[src/rtl/vga_timing_pkg.sv]
// vga_timing_pkg: shared definitions for the VGA raster timing generator.
//   - axis_timing_t : per-axis timing record (active/fp/sync/bp lengths, sync polarity)
//   - vga_mode_t    : horizontal + vertical timing pair
//   - MODE_640x480_60, MODE_800x600_60 : standard mode constants
//   - axis_total()  : total count of one axis
//   - min_cnt_w()   : minimum counter width able to hold total-1
package vga_timing_pkg;

    typedef struct packed {
        int   active;
        int   fp;
        int   sync;
        int   bp;
        logic pol;
    } axis_timing_t;

    typedef struct packed {
        axis_timing_t h;
        axis_timing_t v;
    } vga_mode_t;

    localparam vga_mode_t MODE_640x480_60 = '{
        h: '{active: 640, fp: 16, sync: 96,  bp: 48, pol: 1'b0},
        v: '{active: 480, fp: 10, sync: 2,   bp: 33, pol: 1'b0}
    };

    localparam vga_mode_t MODE_800x600_60 = '{
        h: '{active: 800, fp: 40, sync: 128, bp: 88, pol: 1'b1},
        v: '{active: 600, fp: 1,  sync: 4,   bp: 23, pol: 1'b1}
    };

    function automatic int axis_total(input int active, input int fp,
                                      input int sync, input int bp);
        return active + fp + sync + bp;
    endfunction

    function automatic int min_cnt_w(input int total);
        return (total <= 2) ? 1 : $clog2(total);
    endfunction

endpackage

[src/rtl/vga_timing_axis.sv]
// vga_timing_axis: one raster axis (horizontal or vertical).
//   clk, rst   : clock, asynchronous active-high reset
//   step       : advance the counter by one on this clk edge
//   count      : current position (registered)
//   blank      : count >= ACTIVE (registered)
//   sync       : POL while count is inside the sync region, else ~POL (registered)
//   blank_next : value blank takes on the next edge (lets the top register de
//                in the same cycle as the blanks)
//   wrap       : count sits at TOTAL-1, i.e. the next step returns to 0
module vga_timing_axis
    import vga_timing_pkg::*;
#(
    parameter int ACTIVE = 640,
    parameter int FP     = 16,
    parameter int SYNC   = 96,
    parameter int BP     = 48,
    parameter bit POL    = 1'b0,
    parameter int CNT_W  = 11
) (
    input  logic             clk,
    input  logic             rst,
    input  logic             step,
    output logic [CNT_W-1:0] count,
    output logic             blank,
    output logic             sync,
    output logic             blank_next,
    output logic             wrap
);

    localparam int TOTAL = axis_total(ACTIVE, FP, SYNC, BP);

    if (ACTIVE < 1 || FP < 1 || SYNC < 1 || BP < 1) begin : g_bad_region
        $error("vga_timing_axis: every region length must be at least 1");
    end
    if (CNT_W < min_cnt_w(TOTAL)) begin : g_bad_width
        $error("vga_timing_axis: CNT_W too narrow for TOTAL-1");
    end

    localparam logic [CNT_W-1:0] LAST     = CNT_W'(TOTAL - 1);
    localparam logic [CNT_W-1:0] ACT_END  = CNT_W'(ACTIVE);
    localparam logic [CNT_W-1:0] SYNC_BEG = CNT_W'(ACTIVE + FP);
    localparam logic [CNT_W-1:0] SYNC_END = CNT_W'(ACTIVE + FP + SYNC - 1);

    logic [CNT_W-1:0] count_next;
    logic             sync_next;

    assign wrap = (count == LAST);

    // Flags are decoded from the next count so they land on the same edge
    // as the count itself; without a step everything holds.
    always_comb begin
        count_next = count;
        blank_next = blank;
        sync_next  = sync;
        if (step) begin
            count_next = wrap ? '0 : count + 1'b1;
            blank_next = (count_next >= ACT_END);
            sync_next  = (count_next >= SYNC_BEG && count_next <= SYNC_END) ? POL : ~POL;
        end
    end

    always_ff @(posedge clk or posedge rst) begin
        if (rst) begin
            count <= LAST;
            blank <= 1'b1;
            sync  <= ~POL;
        end else begin
            count <= count_next;
            blank <= blank_next;
            sync  <= sync_next;
        end
    end

endmodule

[src/rtl/vga_timing_gen.sv]
// vga_timing_gen: parametrised VGA raster timing generator.
//   clk, rst    : clock, asynchronous active-high reset
//   en          : pixel-rate enable; counters advance only when en=1
//   h_sync      : horizontal sync, HS_POL when asserted
//   v_sync      : vertical sync, VS_POL when asserted
//   de          : data enable, 1 inside the visible region
//   h_blank     : x >= H_ACTIVE
//   v_blank     : y >= V_ACTIVE
//   x, y        : current pixel coordinates (unclamped)
//   line_start  : one-clk strobe on entry to x=0
//   frame_start : one-clk strobe on entry to (0,0)
//   frame_cnt   : completed-frame count, wraps modulo 2^FRAME_W
// All outputs are registered and describe the pixel at (x, y). Reset parks the
// raster on the last pixel so the first enabled edge presents (0,0).
module vga_timing_gen
    import vga_timing_pkg::*;
#(
    parameter int H_ACTIVE = 640,
    parameter int H_FP     = 16,
    parameter int H_SYNC   = 96,
    parameter int H_BP     = 48,
    parameter int V_ACTIVE = 480,
    parameter int V_FP     = 10,
    parameter int V_SYNC   = 2,
    parameter int V_BP     = 33,
    parameter bit HS_POL   = 1'b0,
    parameter bit VS_POL   = 1'b0,
    parameter int CNT_W    = 11,
    parameter int FRAME_W  = 8
) (
    input  logic               clk,
    input  logic               rst,
    input  logic               en,
    output logic               h_sync,
    output logic               v_sync,
    output logic               de,
    output logic               h_blank,
    output logic               v_blank,
    output logic [CNT_W-1:0]   x,
    output logic [CNT_W-1:0]   y,
    output logic               line_start,
    output logic               frame_start,
    output logic [FRAME_W-1:0] frame_cnt
);

    if (FRAME_W < 1) begin : g_bad_frame_w
        $error("vga_timing_gen: FRAME_W must be at least 1");
    end

    logic h_wrap;
    logic v_wrap;
    logic h_blank_next;
    logic v_blank_next;
    logic line_adv;
    logic frame_adv;
    logic started;

    assign line_adv  = en & h_wrap;
    assign frame_adv = line_adv & v_wrap;

    vga_timing_axis #(
        .ACTIVE(H_ACTIVE), .FP(H_FP), .SYNC(H_SYNC), .BP(H_BP),
        .POL(HS_POL), .CNT_W(CNT_W)
    ) u_h_axis (
        .clk        (clk),
        .rst        (rst),
        .step       (en),
        .count      (x),
        .blank      (h_blank),
        .sync       (h_sync),
        .blank_next (h_blank_next),
        .wrap       (h_wrap)
    );

    vga_timing_axis #(
        .ACTIVE(V_ACTIVE), .FP(V_FP), .SYNC(V_SYNC), .BP(V_BP),
        .POL(VS_POL), .CNT_W(CNT_W)
    ) u_v_axis (
        .clk        (clk),
        .rst        (rst),
        .step       (line_adv),
        .count      (y),
        .blank      (v_blank),
        .sync       (v_sync),
        .blank_next (v_blank_next),
        .wrap       (v_wrap)
    );

    // The wrap out of reset enters the first frame rather than completing
    // one, so 'started' keeps it from being counted.
    always_ff @(posedge clk or posedge rst) begin
        if (rst) begin
            de          <= 1'b0;
            line_start  <= 1'b0;
            frame_start <= 1'b0;
            frame_cnt   <= '0;
            started     <= 1'b0;
        end else begin
            de          <= ~h_blank_next & ~v_blank_next;
            line_start  <= line_adv;
            frame_start <= frame_adv;
            if (en) begin
                started <= 1'b1;
            end
            if (frame_adv && started) begin
                frame_cnt <= frame_cnt + FRAME_W'(1);
            end
        end
    end

endmodule
[config.mk]
export PLATFORM = sky130hd
export DESIGN_NAME = vga_timing_gen
export DESIGN_NICKNAME = d
export VERILOG_FILES = /design/src/rtl/vga_timing_pkg.sv /design/src/rtl/vga_timing_axis.sv /design/src/rtl/vga_timing_gen.sv
export SDC_FILE = /design/constraint.sdc
export NUM_CORES = 1
export LEC_CHECK = 0
export BUFFER_PORTS_ARGS = -buffer_cell sky130_fd_sc_hd__clkbuf_2
export CAP_MARGIN = 15
export CORE_MARGIN = 2
export CORE_UTILIZATION = 41
export CTS_BUF_LIST = sky130_fd_sc_hd__clkbuf_8
export CTS_CLUSTER_DIAMETER = 50
export DETAILED_ROUTE_END_ITERATION = 8
export SLEW_MARGIN = 20
export SYNTH_ARGS = -nofsm -noshare
export SYNTH_HDL_FRONTEND = slang
export SYNTH_SLANG_ARGS = --single-unit
[constraint.sdc]
create_clock -name clk -period 3.1 [get_ports clk]
set_input_delay 0.31 -clock clk [delete_from_list [all_inputs] [get_ports clk]]
set_output_delay 0.31 -clock clk [all_outputs]
set_load 0.005 [all_outputs]
-- Word level (Yosys, flattened, before mapping)
Cells that the tools add are included.
- register bits after elaboration: 38
- bits of input ports: 3
- output and inout bits: 37
- word-level logic and storage cells: 36
- add/sub/neg operators: 3
- magnitude comparators: 6
- equal/unequal tests: 2
- muxes and demuxes: 6
- bitwise logic cells: 5
- reduce and logical (&&, ||, !) cells: 3
- operators by type and width (operator ; count):
    11-bit by 1-bit adder with 11-bit output (second input constant) ; 2
    11-bit by 10-bit == test with 1-bit output (second input constant) ; 2
    11-bit by 10-bit greater-or-equal comparator with 1-bit output (second input constant) ; 2
    11-bit by 9-bit greater-or-equal comparator with 1-bit output (second input constant) ; 2
    11-bit two-way mux ; 2
    11-bit by 10-bit <= comparator with 1-bit output (second input constant) ; 1
    11-bit by 9-bit <= comparator with 1-bit output (second input constant) ; 1
    8-bit by 1-bit adder with 8-bit output (second input constant) ; 1
    1-bit two-way mux ; 4
    1-bit bitwise AND ; 3
    1-bit logical AND ; 3
    1-bit NOT ; 2

-- Longest topological paths before layout
Gate-level depths: netlist of run 1.
- depth after elaboration: 6
- gate-level depth with buffers: 8
- gate-level depth less buffers: 7

-- Hierarchy
From an unflattened synthesis of run 1, not the netlist that was laid out.
- cell total of the unflattened synthesis: 219
- area total of the unflattened synthesis: 2170.8 µm²
- modules (own cells, without submodules) (module ; times used ; cells an instance ; area an instance (µm²) ; sequential area each (µm²)):
    vga_timing_axis (u_v_axis) ; 1 ; 91 ; 838.3 ; 331.6
    vga_timing_axis (u_h_axis) ; 1 ; 87 ; 825.8 ; 336.6
    vga_timing_gen ; 1 ; 41 ; 506.7 ; 300.3

-- Worst setup path after synthesis of run 1
Ideal clock, no wire load.
- kind: reg-to-reg
- from: reg u_h_axis.count[5]
- to: reg de
- setup time: 0.065 ns
- arrival: 2.183 ns
- data required time: 3.035 ns
- slack: 0.852 ns
- cell stages (with the launch flop): 7
- buffers on the path: 2
- clock period less this slack: 2.248 ns
- cells stage by stage: dfrtp_1 buf_6 or4_4 or4_4 buf_6 o31a_1 o21ba_1
- elaborated cells between the ends (all ways): 10
- those cells by class: add/sub (1); order compare (1); eq/ne (1); mux (3); bitwise (4)
- RTL lines (item ; line ; source):
    start, declared ; vga_timing_axis.sv:23 ; output logic [CNT_W-1:0] count,
    start signal, assigned ; vga_timing_axis.sv:68 ; count <= count_next;
    11-bit by 10-bit == test with 1-bit output ; vga_timing_axis.sv:47 ; assign wrap = (count == LAST);
    1-bit bitwise AND ; vga_timing_gen.sv:58 ; assign line_adv = en & h_wrap;
    1-bit two-way mux ; vga_timing_axis.sv:55 ; if (step) begin
    net u_v_axis.blank_next ; vga_timing_axis.sv:26 ; output logic blank_next,
    1-bit NOT ; vga_timing_gen.sv:99 ; de <= ~h_blank_next & ~v_blank_next;
    1-bit bitwise AND ; vga_timing_gen.sv:99 ;
    end signal, assigned ; vga_timing_gen.sv:99 ;
    end, declared ; vga_timing_gen.sv:36 ; output logic de,
The timed path passes the listed nets, and every way through them passes these cells.
A chain may end at the register's enable or synchronous reset.

-- Worst setup path in the final report of run 1
- from: reg u_h_axis.count[0]
- to: reg u_v_axis.count[3]
- cells in the longest elaborated chain, start to end: 2
- RTL lines (item ; line ; source):
    11-bit by 10-bit == test with 1-bit output ; vga_timing_axis.sv:47 ;
    1-bit bitwise AND ; vga_timing_gen.sv:58 ;
    net line_adv ; vga_timing_gen.sv:54 ; logic line_adv;
    end signal, assigned ; vga_timing_axis.sv:68 ;
    end, declared ; vga_timing_axis.sv:23 ;
The timed path passes the listed nets, and every way through them passes these cells.

==> impl_metrics.xml, run 1 <==
<?xml version="1.0" encoding="UTF-8"?>
<metrics>
  <group name="logic_synthesis">
    <metric name="yosys-top-cells-area" unit="">sky130_fd_sc_hd__dfrtp_1 28%, sky130_fd_sc_hd__dfstp_2 17%, sky130_fd_sc_hd__xnor2_1 4.9%</metric>
    <metric name="postSynth.topFlopCell" unit="">sky130_fd_sc_hd__dfrtp_1</metric>
    <metric name="syn_avg_cell_area" unit="sq um">9.638</metric>
    <metric name="syn_inst" unit="">222</metric>
    <metric name="count_of_different_cell_masters_after_synthesis" unit="">49</metric>
    <metric name="synth.net_count" unit="">231</metric>
    <metric name="ys_seq_area_frac" unit="">0.4526</metric>
    <metric name="synth-async-reset-ratio" unit="">1.000</metric>
    <metric name="post_synth_instance_area" unit="sq mm">0.002140</metric>
    <metric name="yosysWarningCount" unit="">0</metric>
    <metric name="post-synth-top-area-fraction" unit="">0.2807</metric>
    <metric name="yosysTopAreaCell" unit="">sky130_fd_sc_hd__dfrtp_1</metric>
    <metric name="postSynthRegisterBits" unit="">38</metric>
    <metric name="synth_enable_flop_cells" unit="">0</metric>
  </group>
  <group name="route">
    <metric name="number_of_vias_per_cell" unit="">5.316</metric>
    <metric name="final_antenna_net_count" unit="">0</metric>
    <metric name="drcViolationCount" unit="">0</metric>
    <metric name="dr_total_vias" unit="">1765</metric>
    <metric name="drt_wl_total" unit="um">4601</metric>
    <metric name="initialDrtViolationCount" unit="">87</metric>
    <metric name="drt-wirelength-per-cell" unit="um">13.86</metric>
    <metric name="drt_first_pass_iters" unit="">4</metric>
  </group>
  <group name="worst_hold_path">
    <metric name="min_from" unit="">en</metric>
    <metric name="holdCritPathClass" unit="">input pin to flip-flop</metric>
  </group>
  <group name="global_route">
    <metric name="grt_antenna_before_repair" unit="">0</metric>
    <metric name="largest_net_degree_at_the_start_of_global_routing" unit="">19</metric>
    <metric name="grt_pass1_wl" unit="um">7879</metric>
    <metric name="grt_overflow_total" unit="">0</metric>
    <metric name="track_usage" unit="">0.1648</metric>
    <metric name="first_global_vias" unit="">1624</metric>
  </group>
  <group name="clock_network">
    <metric name="htreeDepth" unit="">2</metric>
    <metric name="clock_tree.buffer_depth" unit="">2</metric>
    <metric name="cts_setup_buffers" unit="">0</metric>
    <metric name="clock_edge_transition_at_the_registers_on_the_reported_setup_and_hold_paths" unit="ns">0.07</metric>
    <metric name="clock-sinks" unit="">38</metric>
    <metric name="clock_insertion_delay_worst_skew" unit="ns">0.28</metric>
    <metric name="numCtsBuffers" unit="">5</metric>
    <metric name="cts_tree" unit="">done</metric>
    <metric name="cts_root_buf" unit="">sky130_fd_sc_hd__clkbuf_8</metric>
  </group>
  <group name="sta">
    <metric name="rsz0062_at_grt" unit="">false</metric>
    <metric name="layout_worst_path_cycle_share" unit="">0.7901</metric>
    <metric name="setup-tns-final" unit="ns">0</metric>
    <metric name="hold-worst-slack" unit="ns">0.4236</metric>
    <metric name="maxSlewViolCount" unit="">0</metric>
    <metric name="maxClockFrequency" unit="MHz">408.3</metric>
    <metric name="clock_skew" unit="ns">0.003419</metric>
    <metric name="timing.final.hold_violations" unit="">0</metric>
    <metric name="tightest_slew" unit="ns">0.4381</metric>
    <metric name="min_period" unit="ns">2.449</metric>
    <metric name="finalSetupViolCount" unit="">0</metric>
    <metric name="slew-limit-headroom" unit="">0.7052</metric>
  </group>
  <group name="place">
    <metric name="placement.io_buffers" unit="">39</metric>
    <metric name="detailed_place_hpwl" unit="um">3324</metric>
    <metric name="gp_routability_congestion" unit="">0.7919</metric>
  </group>
  <group name="worst_setup_path">
    <metric name="crit_path_capture_type" unit="">flip-flop</metric>
    <metric name="critical_path_launch_point_type" unit="">flip-flop</metric>
    <metric name="path_class" unit="">flip-flop to flip-flop</metric>
    <metric name="cp.arrival" unit="ns">2.65</metric>
    <metric name="cp.required" unit="ns">3.30</metric>
    <metric name="critical_path.reg2reg.startpoint" unit="">u_h_axis.count[0]</metric>
    <metric name="launch_point_of_the_critical_path" unit="">u_h_axis.count[0]</metric>
    <metric name="worstPathMaxFanout" unit="">12</metric>
  </group>
  <group name="finish">
    <metric name="layout.area.seq" unit="sq um">968.4</metric>
    <metric name="post_route_cells_drive_above_1_share" unit="">0.2634</metric>
    <metric name="n_antenna_cell" unit="">0</metric>
    <metric name="multiInputGateArea" unit="sq mm">0.001085</metric>
    <metric name="layout_filler_cell_count" unit="">520</metric>
    <metric name="syn_to_final_growth" unit="%">16.90</metric>
    <metric name="fin_nets" unit="">270</metric>
  </group>
  <group name="run">
    <metric name="max_cap_violations" unit="">0</metric>
  </group>
  <group name="floorplan">
    <metric name="initial_utilization" unit="">0.4216</metric>
    <metric name="core_region_area" unit="sq mm">0.005075</metric>
    <metric name="die_span_in_y" unit="um">76.24</metric>
    <metric name="fp-row-count" unit="">26</metric>
    <metric name="area_of_the_die" unit="sq mm">0.005813</metric>
    <metric name="design.portCount" unit="">40</metric>
    <metric name="die-width" unit="um">76.24</metric>
  </group>
  <group name="power">
    <metric name="power.density_cell_area" unit="mW/mm^2">533.8</metric>
    <metric name="power.ir.vdd_worst" unit="V">0.0004122</metric>
    <metric name="leakage" unit="nW">1.085</metric>
  </group>
  <group name="outcome">
    <metric name="run_status" unit="">completed</metric>
  </group>
</metrics>
cell families after synthesis:
kind of cell	share of synthesized area
muxes	0.01462
DFF	0.4526
xor gates and xnor gates	0.07778
buffers and inverters	0.04035
AOI/OAI and AO/OA	0.1292
adders and majority gates	0.03509
and+or+nand+nor	0.2503
stage by stage:
stage                     cell area [sq um]  setup slack, ns  total power, W  instances  utilization
after global placement                 2385           0.7331       0.0009337        323       0.4699
after floorplan                        2140           0.8518       0.0008447        222            -
after global routing                   2501           0.4447        0.001421        332       0.4929
after detailed placement               2385           0.6775       0.0009379        323       0.4699
final                                  2501           0.6505        0.001335        332       0.4929
after CTS                              2501           0.6555        0.001347        332       0.4929
layout make-up:
class,count,area share
multi-input cells,166,0.4337
flip-flops and latches,38,0.3872
repair buffers,43,0.09105
well taps,70,0.03502
clock buffers,5,0.02751
clock inverters,3,0.01501
inverters,7,0.01051
timing repair:
action	in CTS	in global routing
hold buffers	1	0
gates resized for setup	0	0
endpoints found under the hold margin	9	0
setup endpoints to repair	0	0
sequential cells by signal, indices dropped and copies added (netlist names):
| register | count |
|---|---|
| u_h_axis.count | 11 |
| line_start | 1 |
| frame_start | 1 |
| u_v_axis.sync | 1 |
| frame_cnt | 8 |
| u_v_axis.count | 11 |
| u_h_axis.blank | 1 |
| started | 1 |
| de | 1 |
| u_v_axis.blank | 1 |
| u_h_axis.sync | 1 |
synthesized netlist by cell type (2+ instances only):
master and instances:
sky130_fd_sc_hd__a31oi_1 2, sky130_fd_sc_hd__nor2b_1 3, sky130_fd_sc_hd__or4_4 2, sky130_fd_sc_hd__nand2_1 21, sky130_fd_sc_hd__o31ai_1 6, sky130_fd_sc_hd__or4_1 4, sky130_fd_sc_hd__nand2b_1 5, sky130_fd_sc_hd__buf_2 2
sky130_fd_sc_hd__mux2i_1 2, sky130_fd_sc_hd__nor2_1 16, sky130_fd_sc_hd__nor3b_1 2, sky130_fd_sc_hd__o21ai_0 16, sky130_fd_sc_hd__ha_1 6, sky130_fd_sc_hd__nor3_1 5, sky130_fd_sc_hd__clkbuf_1 6, sky130_fd_sc_hd__nand3_1 13
sky130_fd_sc_hd__nor4_1 2, sky130_fd_sc_hd__and4_1 5, sky130_fd_sc_hd__inv_1 7, sky130_fd_sc_hd__dfstp_2 14, sky130_fd_sc_hd__a21oi_1 5, sky130_fd_sc_hd__buf_6 2, sky130_fd_sc_hd__and2_1 2, sky130_fd_sc_hd__nand4_1 6
sky130_fd_sc_hd__nor4_2 2, sky130_fd_sc_hd__dfrtp_1 24, sky130_fd_sc_hd__xnor2_1 12, sky130_fd_sc_hd__xor2_1 7, sky130_fd_sc_hd__and3_1 3
final timing paths:
check / end / slack, ns / cells after the start
max: u_v_axis.count[3] / 0.65 / 6
min: u_h_axis.count[1] / 0.42 / 2
max reg2reg: u_v_axis.count[3] / 0.65 / 6
min reg2reg: started / 0.47 / 1
max in group asynchronous: u_h_axis.blank / 1.93 / 4
min in group asynchronous: frame_cnt[2] / 0.53 / 3
where the power goes:
group	internal [W]	switching [W]	total, W
Clock	0.000234	0.000166	0.000400
Sequential	0.000575	0.0000988	0.000674
Combinational	0.000124	0.000137	0.000261
Total	0.000933	0.000402	0.00134
worst max-delay path, stage by stage (launching register included):
cell	delay (ns)
sky130_fd_sc_hd__dfstp_2	0.57
sky130_fd_sc_hd__ha_1	0.32
sky130_fd_sc_hd__nand4_1	0.28
sky130_fd_sc_hd__or4_4	0.56
sky130_fd_sc_hd__inv_1	0.20
sky130_fd_sc_hd__nand2b_1	0.16
sky130_fd_sc_hd__o31ai_1	0.25
metal layers:
| layer | GRT usage | wire [um] | part of all wire | up-vias |
|---|---|---|---|---|
| li1 | - | - | - | 879 |
| met1 | 0.2255 | 2208 | 0.48 | 840 |
| met2 | 0.2637 | 2143 | 0.47 | 39 |
| met3 | 0.03436 | 193 | 0.042 | 7 |
| met4 | 0.04909 | 56 | 0.012 | 0 |
| met5 | 0 | 0 | 0 | - |
cells in the final DEF (no fill, tap or decap), drive strengths merged, types with 2 or more instances in the layout:
master,instances
dfrtp,24
nand4,6
dfstp,14
inv,9
and3,3
o21ai,16
o31ai,6
nand3,13
a21oi,5
nor2b,3
buf,3
nand2b,5
mux2i,2
nor3,5
and2,2
nor4,4
nand2,21
clkbuf,44
ha,6
nor3b,2
nor2,16
and4,5
xnor2,12
xor2,7
a31oi,2
or4,6
Power figures use the tool's default switching activity.
==> run 2: changes to the inputs <==
==> constraint.sdc (replaced) <==
create_clock -name clk -period 2.1 [get_ports clk]
set_input_delay 0.21 -clock clk [delete_from_list [all_inputs] [get_ports clk]]
set_output_delay 0.21 -clock clk [all_outputs]
set_load 0.005 [all_outputs]
==> run 2 against run 1 <==
  * The run now ends with negative hold slack left
  * First-iteration DRC count grew 10%
  * Final area grew 11%
  * Clock skew rose by 0.0056 ns
  * Largest power group unchanged
==> impl_metrics.xml, run 2 (synthesis gave the netlist of run 1 again) <==
<?xml version="1.0" encoding="UTF-8"?>
<metrics>
  <group name="route">
    <metric name="drt-wirelength-per-cell" unit="um">14.05</metric>
    <metric name="drt_wl_total" unit="um">5071</metric>
    <metric name="initialDrtViolationCount" unit="">96</metric>
    <metric name="drt_first_pass_iters" unit="">4</metric>
    <metric name="drcViolationCount" unit="">0</metric>
    <metric name="number_of_vias_per_cell" unit="">5.330</metric>
    <metric name="dr_total_vias" unit="">1924</metric>
    <metric name="final_antenna_net_count" unit="">0</metric>
  </group>
  <group name="global_route">
    <metric name="grt_antenna_before_repair" unit="">0</metric>
    <metric name="grt.met2_usage" unit="">0.2619</metric>
    <metric name="grt_pass1_wl" unit="um">8383</metric>
    <metric name="gr_met3_demand_resource" unit="">0.04265</metric>
    <metric name="grt_overflow_total" unit="">0</metric>
    <metric name="largest_net_degree_at_the_start_of_global_routing" unit="">39</metric>
    <metric name="first_global_vias" unit="">1705</metric>
    <metric name="gr-max-usage-layer" unit="">met2</metric>
    <metric name="track_usage" unit="">0.1782</metric>
    <metric name="grt.met1_usage" unit="">0.2597</metric>
  </group>
  <group name="worst_setup_path">
    <metric name="worst-r2r-cell-count" unit="">6</metric>
    <metric name="number_of_buffer_and_inverter_instances_along_the_worst_setup_path" unit="">1</metric>
    <metric name="cp_slowest_stage_delay" unit="ns">0.58</metric>
    <metric name="reg2reg_setup_slack" unit="ns">0.02</metric>
    <metric name="critical_path.endpoint" unit="">u_h_axis.sync</metric>
    <metric name="slowest_stage" unit="">sky130_fd_sc_hd__dfstp_2</metric>
    <metric name="critical_path.reg2reg.endpoint" unit="">u_h_axis.sync</metric>
    <metric name="launch_point_of_the_critical_path" unit="">u_h_axis.count[0]</metric>
    <metric name="cp.arrival" unit="ns">2.33</metric>
    <metric name="worstPathMaxFanout" unit="">6</metric>
    <metric name="critical_path.reg2reg.startpoint" unit="">u_h_axis.count[0]</metric>
    <metric name="path_depth" unit="">6</metric>
    <metric name="top_cell_family_by_delay_on_the_critical_path" unit="">compound AO/OA/AOI/OAI gates</metric>
    <metric name="path_class" unit="">flip-flop to flip-flop</metric>
    <metric name="cp.required" unit="ns">2.35</metric>
    <metric name="cp_cell_sequence" unit="">inv_1 &gt; ha_1 &gt; o41ai_1 &gt; nand3_1 &gt; o21ai_0 &gt; o32a_1</metric>
    <metric name="crit_path_capture_type" unit="">flip-flop</metric>
    <metric name="critical_path_launch_point_type" unit="">flip-flop</metric>
  </group>
  <group name="clock_network">
    <metric name="cts_root_buf" unit="">sky130_fd_sc_hd__clkbuf_8</metric>
    <metric name="cts_tree" unit="">done</metric>
    <metric name="clock_edge_transition_at_the_registers_on_the_reported_setup_and_hold_paths" unit="ns">0.08</metric>
    <metric name="postCtsHoldBufs" unit="">0</metric>
    <metric name="clock-sinks" unit="">38</metric>
    <metric name="clock_insertion_delay_worst_skew" unit="ns">0.30</metric>
    <metric name="htreeDepth" unit="">2</metric>
    <metric name="numCtsBuffers" unit="">5</metric>
    <metric name="clock_tree.buffer_depth" unit="">2</metric>
  </group>
  <group name="finish">
    <metric name="n_antenna_cell" unit="">0</metric>
    <metric name="mostFrequentLayoutCell" unit="">sky130_fd_sc_hd__clkbuf_2</metric>
    <metric name="post_route_cells_drive_above_1_share" unit="">0.3883</metric>
    <metric name="syn_to_final_growth" unit="%">29.53</metric>
    <metric name="layout_top_registers" unit="">u_h_axis.count: 11 flops, u_v_axis.count: 11 flops, frame_cnt: 8 flops</metric>
    <metric name="most-common-layout-cells" unit="">39 x sky130_fd_sc_hd__clkbuf_2, 33 x sky130_fd_sc_hd__buf_4, 21 x sky130_fd_sc_hd__nand2_1, 21 x sky130_fd_sc_hd__dfrtp_1, 15 x sky130_fd_sc_hd__nor2_1</metric>
    <metric name="layout.core_utilization" unit="">0.5461</metric>
    <metric name="finish.cell_count_without_fillers" unit="">361</metric>
    <metric name="fin_nets" unit="">299</metric>
  </group>
  <group name="place">
    <metric name="gp_routability_congestion" unit="">0.8396</metric>
    <metric name="detailed_place_hpwl" unit="um">3635</metric>
    <metric name="dp_cells" unit="">350</metric>
    <metric name="placement.io_buffers" unit="">39</metric>
  </group>
  <group name="floorplan">
    <metric name="initial_utilization" unit="">0.4216</metric>
    <metric name="area_of_the_die" unit="sq mm">0.005813</metric>
    <metric name="die-width" unit="um">76.24</metric>
    <metric name="fp-row-count" unit="">26</metric>
    <metric name="core_region_area" unit="sq mm">0.005075</metric>
    <metric name="die_span_in_y" unit="um">76.24</metric>
    <metric name="design.portCount" unit="">40</metric>
  </group>
  <group name="sta">
    <metric name="timing.final.hold_violations" unit="">9</metric>
    <metric name="hold-worst-slack" unit="ns">-0.004110</metric>
    <metric name="layout_worst_path_cycle_share" unit="">0.9904</metric>
    <metric name="maxClockFrequency" unit="MHz">480.8</metric>
    <metric name="min_period" unit="ns">2.080</metric>
    <metric name="rsz0062_at_grt" unit="">true</metric>
    <metric name="maxSlewViolCount" unit="">0</metric>
    <metric name="tightest_slew" unit="ns">0.4715</metric>
    <metric name="finalSetupViolCount" unit="">0</metric>
    <metric name="clock_skew" unit="ns">0.008980</metric>
    <metric name="slew-limit-headroom" unit="">0.6856</metric>
  </group>
  <group name="power">
    <metric name="power.density_cell_area" unit="mW/mm^2">774.0</metric>
    <metric name="design_power_total" unit="W">0.002145</metric>
    <metric name="power.ir.vdd_worst" unit="V">0.0004924</metric>
    <metric name="leakage" unit="nW">1.220</metric>
  </group>
  <group name="run">
    <metric name="max_cap_violations" unit="">0</metric>
  </group>
  <group name="outcome">
    <metric name="failed_checks" unit="">negative hold slack</metric>
    <metric name="run_status" unit="">finished, violations left</metric>
  </group>
  <group name="worst_hold_path">
    <metric name="holdCritPathClass" unit="">input pin to asynchronous set/reset pin</metric>
  </group>
</metrics>
-- run 2: stage by stage --
stage / worst slack [ns] / instance area (sq um) / setup TNS [ns]
after floorplan: -0.1482 / 2166 / -0.4940
after global placement: -0.04018 / 2606 / -0.04018
after detailed placement: -0.02161 / 2606 / -0.02161
after CTS: 0.0006843 / 2725 / 0
after global routing: -0.03474 / 2771 / -0.04747
final: 0.02016 / 2771 / 0
-- run 2: worst register-to-register path, delay by kind of cell, from the launching register on --
| family | cells | cell delay, ns |
|---|---|---|
| compound gates | 3 | 0.94 |
| fa+ha+maj | 1 | 0.31 |
| buf+inv | 1 | 0.08 |
| flops | 1 | 0.58 |
| simple gates | 1 | 0.12 |
-- run 2: power by group --
part	switching, W	leakage [nW]	internal, W
sequential	0.0000574	0.454	0.000845
combinational	0.000324	0.716	0.000283
clock	0.000282	0.0504	0.000353
total	0.000663	1.22	0.00148
-- run 2: worst min path at each step --
stage | from | endpoint | slack [ns] | cells after the start
final | rst | u_v_axis.count[1] | -0.004 | 3
after global routing | rst | frame_cnt[7] | 0.04 | 3
after CTS | rst | frame_cnt[0] | 0.008 | 3
after detailed placement | rst | frame_start | 0.33 | 3
after global placement | rst | frame_cnt[6] | 0.34 | 3
after floorplan | rst | de | 0.39 | 1
-- run 2: area by class of cell --
type                            count  area [sq um]
Sequential cell                    38         972.2
Multi-Input combinational cell    166          1129
Clock inverter                      3         45.04
Clock buffer                        5         68.82
Inverter                            7         26.28
Tap cell                           70         87.58
Fill cell                         505          2303
Timing Repair Buffer               72         442.9
-- run 2: timing repair --
item | 4_1_cts | 5_1_grt
endpoints found under the setup margin | 2 | 17
gates resized for setup | 1 | 11
pin swaps | 2 | 4
buffers inserted | 0 | 3
-- run 2: per-layer routing --
layer / share of wire / up-vias / wire length, um
li1: - / 944 / -
met5: 0 / - / 0
met2: 0.46 / 37 / 2309
met4: 0.0047 / 0 / 24
met1: 0.51 / 939 / 2569
met3: 0.033 / 4 / 168
